==> src/rtl/vga_sync_gen.sv <==
// VGA timing generator: column/row counters, horizontal and vertical sync FSMs,
// registered sync/active/strobe outputs, and a one-stage blanking/alignment stage.
module vga_sync_gen #(
  parameter int TOTAL_COLS      = 800,
  parameter int TOTAL_ROWS      = 525,
  parameter int ACTIVE_COLS     = 640,
  parameter int ACTIVE_ROWS     = 480,
  parameter int H_FRONT_PORCH   = 16,
  parameter int H_SYNC_WIDTH    = 96,
  parameter int V_FRONT_PORCH   = 10,
  parameter int V_SYNC_WIDTH    = 2,
  parameter bit SYNC_ACTIVE_LOW = 1'b1
) (
  input  logic       i_Clk,
  input  logic       i_Rst,
  input  logic [3:0] i_Red_Video,
  input  logic [3:0] i_Grn_Video,
  input  logic [3:0] i_Blu_Video,
  output logic       o_HSync,
  output logic       o_VSync,
  output logic [9:0] o_Col_Count,
  output logic [9:0] o_Row_Count,
  output logic       o_Active,
  output logic       o_Line_Start,
  output logic       o_Frame_Start,
  output logic       o_Vid_HSync,
  output logic       o_Vid_VSync,
  output logic [3:0] o_Red_Video,
  output logic [3:0] o_Grn_Video,
  output logic [3:0] o_Blu_Video
);

  localparam int H_BP = TOTAL_COLS - ACTIVE_COLS - H_FRONT_PORCH - H_SYNC_WIDTH;
  localparam int V_BP = TOTAL_ROWS - ACTIVE_ROWS - V_FRONT_PORCH - V_SYNC_WIDTH;

  // Reject timings that leave no back porch or overflow the 10-bit counters.
  if (H_BP <= 0 || TOTAL_COLS > 1024) begin : g_bad_h_timing
    $error("vga_sync_gen: invalid horizontal timing");
  end
  if (V_BP <= 0 || TOTAL_ROWS > 1024) begin : g_bad_v_timing
    $error("vga_sync_gen: invalid vertical timing");
  end

  localparam logic [9:0] ColLast  = 10'(TOTAL_COLS - 1);
  localparam logic [9:0] ColFront = 10'(ACTIVE_COLS);
  localparam logic [9:0] ColSync  = 10'(ACTIVE_COLS + H_FRONT_PORCH);
  localparam logic [9:0] ColBack  = 10'(ACTIVE_COLS + H_FRONT_PORCH + H_SYNC_WIDTH);
  localparam logic [9:0] RowLast  = 10'(TOTAL_ROWS - 1);
  localparam logic [9:0] RowFront = 10'(ACTIVE_ROWS);
  localparam logic [9:0] RowSync  = 10'(ACTIVE_ROWS + V_FRONT_PORCH);
  localparam logic [9:0] RowBack  = 10'(ACTIVE_ROWS + V_FRONT_PORCH + V_SYNC_WIDTH);

  localparam logic SyncOn  = SYNC_ACTIVE_LOW ? 1'b0 : 1'b1;
  localparam logic SyncOff = ~SyncOn;

  typedef enum logic [1:0] {StHActive, StHFront, StHSync, StHBack} h_state_e;
  typedef enum logic [1:0] {StVActive, StVFront, StVSync, StVBack} v_state_e;

  h_state_e   h_state_q, h_state_d;
  v_state_e   v_state_q, v_state_d;
  logic [9:0] col_q, col_d;
  logic [9:0] row_q, row_d;
  logic       col_wrap;
  logic       hsync_q, hsync_d;
  logic       vsync_q, vsync_d;
  logic       active_q, active_d;
  logic       line_start_q, line_start_d;
  logic       frame_start_q, frame_start_d;
  logic       vid_hsync_q, vid_hsync_d;
  logic       vid_vsync_q, vid_vsync_d;
  logic [3:0] red_q, red_d;
  logic [3:0] grn_q, grn_d;
  logic [3:0] blu_q, blu_d;

  // Next counts, FSM states and the outputs describing the pixel at the next counts.
  always_comb begin
    col_wrap = (col_q == ColLast);
    col_d    = col_wrap ? 10'd0 : col_q + 10'd1;
    row_d    = row_q;
    if (col_wrap) begin
      row_d = (row_q == RowLast) ? 10'd0 : row_q + 10'd1;
    end

    h_state_d = h_state_q;
    if (col_d == 10'd0) begin
      h_state_d = StHActive;
    end else if (col_d == ColFront) begin
      h_state_d = StHFront;
    end else if (col_d == ColSync) begin
      h_state_d = StHSync;
    end else if (col_d == ColBack) begin
      h_state_d = StHBack;
    end

    // Vertical FSM only moves when a line completes.
    v_state_d = v_state_q;
    if (col_wrap) begin
      if (row_d == 10'd0) begin
        v_state_d = StVActive;
      end else if (row_d == RowFront) begin
        v_state_d = StVFront;
      end else if (row_d == RowSync) begin
        v_state_d = StVSync;
      end else if (row_d == RowBack) begin
        v_state_d = StVBack;
      end
    end

    hsync_d       = (h_state_d == StHSync) ? SyncOn : SyncOff;
    vsync_d       = (v_state_d == StVSync) ? SyncOn : SyncOff;
    active_d      = (h_state_d == StHActive) && (v_state_d == StVActive);
    line_start_d  = (col_d == 10'd0);
    frame_start_d = (col_d == 10'd0) && (row_d == 10'd0);

    // Blanking stage works on the current outputs, so video lags the counts by one.
    vid_hsync_d = hsync_q;
    vid_vsync_d = vsync_q;
    red_d       = active_q ? i_Red_Video : 4'h0;
    grn_d       = active_q ? i_Grn_Video : 4'h0;
    blu_d       = active_q ? i_Blu_Video : 4'h0;
  end

  // Timing state and registered outputs; reset parks both FSMs in back porch.
  always_ff @(posedge i_Clk) begin
    if (i_Rst) begin
      col_q         <= ColLast;
      row_q         <= RowLast;
      h_state_q     <= StHBack;
      v_state_q     <= StVBack;
      hsync_q       <= SyncOff;
      vsync_q       <= SyncOff;
      active_q      <= 1'b0;
      line_start_q  <= 1'b0;
      frame_start_q <= 1'b0;
      vid_hsync_q   <= SyncOff;
      vid_vsync_q   <= SyncOff;
      red_q         <= 4'h0;
      grn_q         <= 4'h0;
      blu_q         <= 4'h0;
    end else begin
      col_q         <= col_d;
      row_q         <= row_d;
      h_state_q     <= h_state_d;
      v_state_q     <= v_state_d;
      hsync_q       <= hsync_d;
      vsync_q       <= vsync_d;
      active_q      <= active_d;
      line_start_q  <= line_start_d;
      frame_start_q <= frame_start_d;
      vid_hsync_q   <= vid_hsync_d;
      vid_vsync_q   <= vid_vsync_d;
      red_q         <= red_d;
      grn_q         <= grn_d;
      blu_q         <= blu_d;
    end
  end

  assign o_HSync       = hsync_q;
  assign o_VSync       = vsync_q;
  assign o_Col_Count   = col_q;
  assign o_Row_Count   = row_q;
  assign o_Active      = active_q;
  assign o_Line_Start  = line_start_q;
  assign o_Frame_Start = frame_start_q;
  assign o_Vid_HSync   = vid_hsync_q;
  assign o_Vid_VSync   = vid_vsync_q;
  assign o_Red_Video   = red_q;
  assign o_Grn_Video   = grn_q;
  assign o_Blu_Video   = blu_q;

endmodule

==> config.mk <==
export PLATFORM = sky130hd
export DESIGN_NAME = vga_sync_gen
export DESIGN_NICKNAME = d
export VERILOG_FILES = /design/src/rtl/vga_sync_gen.sv
export SDC_FILE = /design/constraint.sdc
export NUM_CORES = 1
export LEC_CHECK = 0
export ABC_AREA = 1
export BUFFER_PORTS_ARGS = -buffer_cell sky130_fd_sc_hd__buf_2
export CAP_MARGIN = 25
export CORE_MARGIN = 8
export CORE_UTILIZATION = 35
export CTS_CLUSTER_SIZE = 12
export DETAILED_ROUTE_END_ITERATION = 12
export GPL_ROUTABILITY_DRIVEN = 0
export SYNTH_ARGS = -nofsm -noshare
export SYNTH_HDL_FRONTEND = slang
export SYNTH_SLANG_ARGS = --single-unit
==> constraint.sdc <==
create_clock -name i_Clk -period 2.8 [get_ports i_Clk]
set_input_delay 0.42 -clock i_Clk [delete_from_list [all_inputs] [get_ports i_Clk]]
set_output_delay 0.42 -clock i_Clk [all_outputs]
set_load 0.05 [all_outputs]
==> flow_summary_export.csv, run 1 <==
group,metric,value,unit
critical_path,worstPathArrival,2.61,ns
floorplanning,die_w,96.0,microns
grt,grt_pass1_wl,9230,microns
synth,yosysUniqueCellTypes,29,
status,status,"finished, final reports clean",
timing,drv_slew,0,
power_and_ir_drop,total_power,2710,uW
floorplanning,core,6280,sq um
place,dpl_cell_area,2570,sq um
power_and_ir_drop,ir_drop,0.000486,V
power_and_ir_drop,power_leakage,0.00142,uW
critical_path,r2r_setup_slack,0.37,ns
clock_tree,ctsResizeCount,0,
synth,syn_inst,334,
synth,synthesis.area,2240,sq um
grt,antenna_found_initial,0,
floorplanning,start_util,0.357,
critical_path,crit_fanout,16,
worst_hold_path,holdPathEnd,"o_Red_Video[2]",
timing,fin_hold_ws,0.319,ns
route,via_per_inst,4.51,
route,drt-pass1-iter-count,4,
synth,syn_nets,352,
floorplanning,die-area,9220,sq um
critical_path,worstReg2RegEnd,"o_VSync",
grt,grt_usage,0.124,
clock_tree,htree_levels,2,
timing,fin_skew,0.0107,ns
place,dp_hpwl,4150,microns
grt,grt_pass1_vias,2082,
clock_tree,clk_path_buf_depth,2,
critical_path,worst-endpoint-required,2.99,ns
route,drt_iter0_markers,102,
final_layout,nets,406,
clock_tree,cts.sinks,43,
critical_path,cp-end-kind,"flip-flop",
final_layout,antenna_cells,0,
timing,final_hold_viol_count,0,
floorplanning,rows,29,
final_layout,syn_to_final_growth,18.9,%
route,drc,0,
grt,grt_max_degree,18,
critical_path,rr_startpoint,"o_Col_Count[0]",
final_layout,drive_gt1_frac,0.252,
synth,ys_warn_count,0,
timing,tightestPinTransition,0.453,ns
critical_path,cp-start-kind,"flip-flop",
timing,relSlewSlack,0.698,
route,ant_nets,0,
synth,seq_area_frac_synth,0.384,
synth,synth.area.top_cells,"dfxtp_1 38%, nand2_1 16%, nor2_1 8.4%",
clock_tree,cts_root_buf,"clkbuf_8",
clock_tree,hold_buffers,0,
timing,clock.fmax,0.412,GHz
route,routedWlPerCell,11.3,microns
timing,rsz0062_at_grt,"no",
final_layout,final_common_cell,"nand2_1",
synth,synth_seq_cells,43,
place,io_buffer_count,52,
route,wl,5270,microns
route,vias,2102,
floorplanning,num_io_pins,53,
timing,setup_tns,0,ns
final_layout,final.fill_count,664,
final_layout,final_cell_mix,"97 x nand2_1, 52 x buf_2, 50 x nor2_1, 46 x inv_1, 43 x dfxtp_1",
timing,min_period,2.43,ns
worst_hold_path,min_from,"i_Red_Video[2]",
clock_tree,cts_buffers,5,
flow_run,maxCapViolCount,0,
timing,fin_crit_sh,0.867,
power_and_ir_drop,powerDensity,1020,nW/um^2
synth,yosys.area.top_type_share,0.384,
clock_tree,path_clk_slew,0.09,ns
final_layout,post-route-cell-area,2670,sq um
synth,synth_top_cell_by_area,"dfxtp_1",
clock_tree,clk_latency,0.30,ns
worst_hold_path,hold_depth,3,
grt,overflow,0,
clock_tree,cts_tree,"yes",
timing,finalSetupViolations,0,
worst_hold_path,min_path_type,"in -> reg",
critical_path,worstRegToRegCells,14,
final_layout,final_util,0.425,
floorplanning,die_y,96.0,microns
synth,syn_area_per_cell,6.71,sq um
clock_tree,post_cts_buffers,0,
critical_path,path_class,"reg -> reg",
-- how the worst max path moves through the flow --
stage	slack [ns]	startpoint	cells after the start	to
after floorplan	0.37	o_Col_Count[0]	14	o_HSync
after global placement	0.47	o_Col_Count[0]	14	o_VSync
after detailed placement	0.39	o_Col_Count[0]	14	o_VSync
after CTS	0.39	o_Col_Count[0]	14	o_VSync
after global routing	0.06	o_Col_Count[0]	15	o_Active
final	0.37	o_Col_Count[0]	14	o_VSync
-- cells by family (layout without fill, tap and decap cells) --
family | after synthesis | in the layout | share of synthesized area
AOI/OAI and AO/OA | 9 | 9 | 0.0268
buffers and inverters | 59 | 114 | 0.102
xor gates and xnor gates | 1 | 1 | 0.00391
and+or+nand+nor | 218 | 218 | 0.461
DFF | 43 | 43 | 0.384
adders and majority gates | 4 | 4 | 0.0223
-- sequential cells by signal (all words and copies together), names as in the netlist, 2 cells and up --
register / cells
v_state_q: 2
o_Blu_Video: 4
h_state_q: 2
o_Red_Video: 4
o_Grn_Video: 4
o_Col_Count: 10
o_Row_Count: 10
-- per-layer routing --
layer,vias up,global-route usage,routed length [microns]
met2,57,0.200,2260
met5,-,0,0
met4,0,0.0230,29
met3,4,0.0507,470
li1,1120,-,-
met1,921,0.151,2510
-- synthesized netlist by cell type --
cell      count
nand2_1      97
nor2_1       50
inv_1        46
dfxtp_1      43
nand3_1      28
nand2_2      11
nor2_2        6
inv_2         5
clkbuf_1      4
ha_1          4
nand4_1       4
o21ai_0       4
clkinv_1      3
nand3_2       3
nand3b_1      3
nor3_1        3
or2_2         3
nand2_4       2
nand3_4       2
o21ai_2       2
o21bai_1      2
or2_1         2
buf_6         1
nand3b_2      1
nor2_4        1
nor2_8        1
nor3_2        1
o21a_1        1
xor2_1        1
-- power by group --
group | internal [uW] | leakage [uW] | switching (uW)
sequential | 714 | 0.000350 | 114
combinational | 421 | 0.00103 | 1060
clock | 178 | 0.0000443 | 221
-- through the flow --
stage	worst slack, ns	instances
final	0.374	466
after global routing	0.0605	466
after CTS	0.386	466
after detailed placement	0.392	458
after global placement	0.465	458
after floorplan	0.374	334
-- cell type report --
cell class / count / area (sq um) / share of cell area
clock buffers: 5 / 68.8 / 0.0258
clock inverters: 3 / 25.0 / 0.00939
inverters: 54 / 203 / 0.0761
multi-input cells: 232 / 1150 / 0.432
flip-flops and latches: 43 / 861 / 0.323
well taps: 77 / 96.3 / 0.0362
repair buffers: 52 / 260 / 0.0977
-- worst max-delay path, stage by stage, from the launching register on --
cell	delay (ns)
dfxtp_1	0.44
ha_1	0.25
nand2_4	0.10
nor2_8	0.16
nand3_4	0.25
inv_2	0.21
nand3_1	0.11
nand2_2	0.10
nand2_1	0.05
nor3_1	0.19
nand3_1	0.14
nand2_1	0.09
nand2_1	0.06
nand3_1	0.09
nand3_1	0.07
Power figures use the tool's default switching activity.
==> inputs of run 2 (changes only) <==
CELL_PAD_IN_SITES_DETAIL_PLACEMENT = 1   (was not set)
CELL_PAD_IN_SITES_GLOBAL_PLACEMENT = 2   (was not set)
CORE_UTILIZATION = 28   (was 35)
PLACE_DENSITY_LB_ADDON = 0.1   (was not set)
==> flow_summary_export.csv, run 2 (same netlist as run 1, synthesis figures left out) <==
group,metric,value,unit
status,status,"finished, final reports clean",
final_layout,final_cell_mix,"97 x nand2_1, 52 x buf_2, 50 x nor2_1, 46 x inv_1, 43 x dfxtp_1",
power_and_ir_drop,power_leakage,0.00143,uW
timing,fin_skew,0.00756,ns
route,vias,2137,
worst_hold_path,min_path_type,"in -> reg",
floorplanning,rows,32,
clock_tree,cts_buffers,5,
timing,min_period,2.53,ns
critical_path,worst-endpoint-required,2.99,ns
timing,relSlewSlack,0.691,
critical_path,crit_chain,"ha_1 -> nand2_4 -> nor2_8 -> nand3_4 -> inv_4 -> nand3_1 -> nand2_2 -> nand2_1 -> nor3_1 -> nand3_1 -> nand2_1 -> nand2_1 -> nand3_1 -> nand3_1",
critical_path,critPathTopFamily,"simple AND/OR/NAND/NOR gates",
critical_path,slowest_stage,"dfxtp_1",
route,wl,6690,microns
final_layout,nets,406,
route,ant_nets,0,
power_and_ir_drop,powerDensity,1040,nW/um^2
grt,grt_pass1_wl,11000,microns
floorplanning,die_w,105,microns
route,drt-pass1-iter-count,4,
flow_run,maxCapViolCount,0,
route,drc,0,
timing,rsz0062_at_grt,"no",
final_layout,final.fill_count,1033,
place,dp_hpwl,5320,microns
timing,finalSetupViolations,0,
grt,antenna_found_initial,0,
final_layout,drive_gt1_frac,0.252,
timing,drv_slew,0,
route,drt_iter0_markers,39,
clock_tree,post_cts_buffers,0,
clock_tree,clk_latency,0.30,ns
timing,fin_crit_sh,0.903,
clock_tree,cts.sinks,43,
timing,clock.fmax,0.395,GHz
grt,grt_pass1_vias,2205,
place,io_buffer_count,52,
final_layout,syn_to_final_growth,20.5,%
route,via_per_inst,4.35,
critical_path,cp-end-kind,"flip-flop",
floorplanning,die_y,105,microns
floorplanning,start_util,0.290,
clock_tree,path_clk_slew,0.10,ns
critical_path,critPathMostFrequentCell,"nand3_1",
critical_path,critPathBufInv,1,
power_and_ir_drop,total_power,2800,uW
critical_path,cp-start-kind,"flip-flop",
final_layout,antenna_cells,0,
grt,grt_usage,0.122,
timing,tightestPinTransition,0.462,ns
floorplanning,die-area,11100,sq um
grt,grt_max_degree,18,
grt,overflow,0,
critical_path,critPathMaxStageDelay,0.46,ns
floorplanning,num_io_pins,53,
power_and_ir_drop,ir_drop,0.000430,V
floorplanning,core,7730,sq um
final_layout,final_common_cell,"nand2_1",
clock_tree,cts_root_buf,"clkbuf_8",
critical_path,crit_fanout,16,
timing,setup_tns,0,ns
route,routedWlPerCell,13.6,microns
critical_path,worstPathArrival,2.72,ns
clock_tree,htree_levels,2,
clock_tree,cts_tree,"yes",
clock_tree,clk_path_buf_depth,2,
critical_path,path_class,"reg -> reg",
timing,final_hold_viol_count,0,
[run 2: cell count changes in the layout (fill, tap and decap cells not counted), sizes merged]
| cell | change |
|---|---|
| clkinv | -1 |
| clkinvlp | -1 |
| inv | +2 |
[run 2: layout make-up]
cell class                      count  area (sq um)  share of cell area
Timing Repair Buffer               52           260              0.0964
Sequential cell                    43           861               0.319
Multi-Input combinational cell    232          1150               0.426
Clock inverter                      3          26.3             0.00973
Tap cell                          102           128              0.0473
Inverter                           54           205              0.0760
Clock buffer                        5          68.8              0.0255
[run 2: worst paths after layout]
check                 startpoint              to  slack (ns)  depth (start not counted)
hold / removal    i_Red_Video[0]  o_Red_Video[0]        0.31                          3
setup / recovery  o_Col_Count[0]         o_VSync        0.27                         14
setup reg to reg  o_Col_Count[0]         o_VSync        0.27                         14
hold reg to reg          o_VSync     o_Vid_VSync        0.45                          1
[run 2: report_power, final]
group	internal [uW]	total (uW)	switching (uW)
Combinational	422	1530	1110
Clock	184	429	246
Sequential	714	838	124
Total	1320	2800	1480
[run 2: worst register-to-register path: stages (launching register included)]
cell and delay [ns]:
dfxtp_1 0.46, ha_1 0.26, nand2_4 0.10, nor2_8 0.16
nand3_4 0.26, inv_4 0.19, nand3_1 0.10, nand2_2 0.10
nand2_1 0.05, nor3_1 0.25, nand3_1 0.15, nand2_1 0.10
nand2_1 0.07, nand3_1 0.10, nand3_1 0.08
[run 2: repair_timing]
action	in CTS	in global routing
hold endpoints to repair	0	0
hold buffers	0	0
endpoints found under the setup margin	0	3
resized for setup	0	1
[run 2: metal layers]
metal  share of wire  GRT usage  wire [microns]
met5               0          0               0
met3           0.057     0.0359             380
met1            0.44      0.137            2950
met2            0.50      0.218            3320
met4          0.0070     0.0336              47
[run 2: metrics by stage]
stage	std cells	area, sq um	util	setup WS, ns	hold slack, ns
2_1_floorplan	334	2240	-	0.374	0.527
3_3_place_gp	483	2600	0.337	0.290	0.422
3_5_place_dp	483	2600	0.337	0.181	0.431
4_1_cts	491	2700	0.349	0.150	0.299
5_1_grt	491	2700	0.349	0.00496	0.297
6_report	491	2700	0.349	0.271	0.314
==> inputs of run 3 (changes only) <==
CORE_UTILIZATION = 29   (was 28)
CTS_BUF_LIST = sky130_fd_sc_hd__clkbuf_4 sky130_fd_sc_hd__clkbuf_8   (was not set)
==> flow_summary_export.csv, run 3 (same netlist as run 1, synthesis figures left out) <==
group,metric,value,unit
status,status,"finished, final reports clean",
clock_tree,clk_path_buf_depth,2,
critical_path,cp-end-kind,"flip-flop",
grt,grt_max_degree,18,
timing,clock.fmax,0.414,GHz
worst_hold_path,holdPathEnd,"o_Blu_Video[0]",
worst_hold_path,min_from,"i_Blu_Video[0]",
floorplanning,start_util,0.295,
final_layout,nets,406,
final_layout,final_cell_mix,"97 x nand2_1, 52 x buf_2, 50 x nor2_1, 46 x inv_1, 43 x dfxtp_1",
clock_tree,clk_latency,0.30,ns
timing,rsz0062_at_grt,"no",
critical_path,rr_startpoint,"o_Col_Count[0]",
timing,fin_hold_ws,0.328,ns
final_layout,antenna_cells,0,
grt,grt_pass1_wl,10900,microns
route,drt-pass1-iter-count,4,
power_and_ir_drop,ir_drop,0.000474,V
grt,grt_usage,0.123,
timing,finalSetupViolations,0,
clock_tree,post_cts_buffers,0,
critical_path,worst-endpoint-required,3.04,ns
final_layout,stdcell_count,491,
timing,min_period,2.42,ns
route,ant_nets,0,
floorplanning,die_w,104,microns
timing,fin_crit_sh,0.863,
timing,drv_slew,0,
critical_path,crit_fanout,16,
place,dp_hpwl,5190,microns
timing,final_hold_viol_count,0,
timing,relSlewSlack,0.662,
final_layout,syn_to_final_growth,20.1,%
floorplanning,num_io_pins,53,
route,drt_iter0_markers,43,
critical_path,path_class,"reg -> reg",
power_and_ir_drop,total_power,2770,uW
clock_tree,cts_tree,"yes",
route,wl,6420,microns
timing,setup_tns,0,ns
critical_path,worstReg2RegEnd,"o_Active",
flow_run,maxCapViolCount,0,
route,drc,0,
critical_path,worstRegToRegCells,15,
clock_tree,cts_root_buf,"clkbuf_8",
final_layout,final_common_cell,"nand2_1",
critical_path,r2r_setup_slack,0.38,ns
critical_path,cp-start-kind,"flip-flop",
power_and_ir_drop,power_leakage,0.00143,uW
clock_tree,path_clk_slew,0.10,ns
worst_hold_path,min_path_type,"in -> reg",
power_and_ir_drop,powerDensity,1030,nW/um^2
route,routedWlPerCell,13.1,microns
grt,antenna_found_initial,0,
clock_tree,cts.sinks,43,
route,vias,2159,
timing,fin_skew,0.0154,ns
floorplanning,die_y,104,microns
worst_hold_path,hold_depth,3,
floorplanning,core,7610,sq um
floorplanning,die-area,10800,sq um
timing,tightestPinTransition,0.507,ns
clock_tree,ctsResizeCount,0,
clock_tree,hold_buffers,0,
route,via_per_inst,4.40,
critical_path,worstPathArrival,2.66,ns
final_layout,drive_gt1_frac,0.252,
clock_tree,htree_levels,2,
floorplanning,rows,32,
grt,grt_pass1_vias,2289,
grt,overflow,0,
place,dp.cells,483,
place,io_buffer_count,52,
clock_tree,cts_buffers,5,
==> run 3: worst max path at each step <==
stage / start / end / slack, ns / depth (start not counted)
final: o_Col_Count[0] / o_Active / 0.38 / 15
after global routing: o_Col_Count[0] / o_Active / 0.09 / 15
after CTS: o_Col_Count[0] / o_Active / 0.36 / 15
after detailed placement: o_Col_Count[0] / o_Active / 0.39 / 16
after global placement: o_Col_Count[0] / o_Active / 0.39 / 15
after floorplan: o_Col_Count[0] / o_HSync / 0.37 / 14
==> run 3: metrics by stage <==
step,worst slack [ns],utilization,cell area (sq um)
global placement,0.385,0.342,2600
detailed placement,0.394,0.342,2600
finish,0.383,0.354,2690
CTS,0.356,0.354,2690
global route,0.0860,0.354,2690
floorplan,0.374,-,2240
==> run 3: cell type report <==
type | instances | area [sq um]
well taps | 102 | 128
multi-input cells | 232 | 1150
clock buffers | 6 | 76.3
clock inverters | 2 | 12.5
fillers | 1030 | 4920
flip-flops and latches | 43 | 861
inverters | 54 | 203
repair buffers | 52 | 260
==> run 3: power by group <==
group / leakage, uW / switching, uW / total (uW) / internal, uW
Sequential: 0.000350 / 123 / 837 / 714
Clock: 0.0000446 / 228 / 412 / 185
Combinational: 0.00103 / 1100 / 1530 / 420
Total: 0.00143 / 1460 / 2770 / 1320
==> run 3: metal layers <==
layer,wire length [microns],track usage,vias to the layer above
li1,-,-,1117
met1,2790,0.132,1008
met2,3350,0.233,27
met3,205,0.0266,7
met4,74,0.0372,0
met5,0,0,-
==> run 3: worst max-delay path, cell delays in order, from the launching register on <==
cell     delay [ns]
dfxtp_1        0.45
ha_1           0.25
nand2_4        0.09
nor2_8         0.16
nand3_4        0.24
inv_2          0.21
nand2_1        0.07
nand2_1        0.10
nand2_1        0.07
nor2_2         0.16
nand3_1        0.14
nand3_2        0.10
nand2_2        0.05
nand2_2        0.07
nand2_2        0.06
nor2_2         0.11
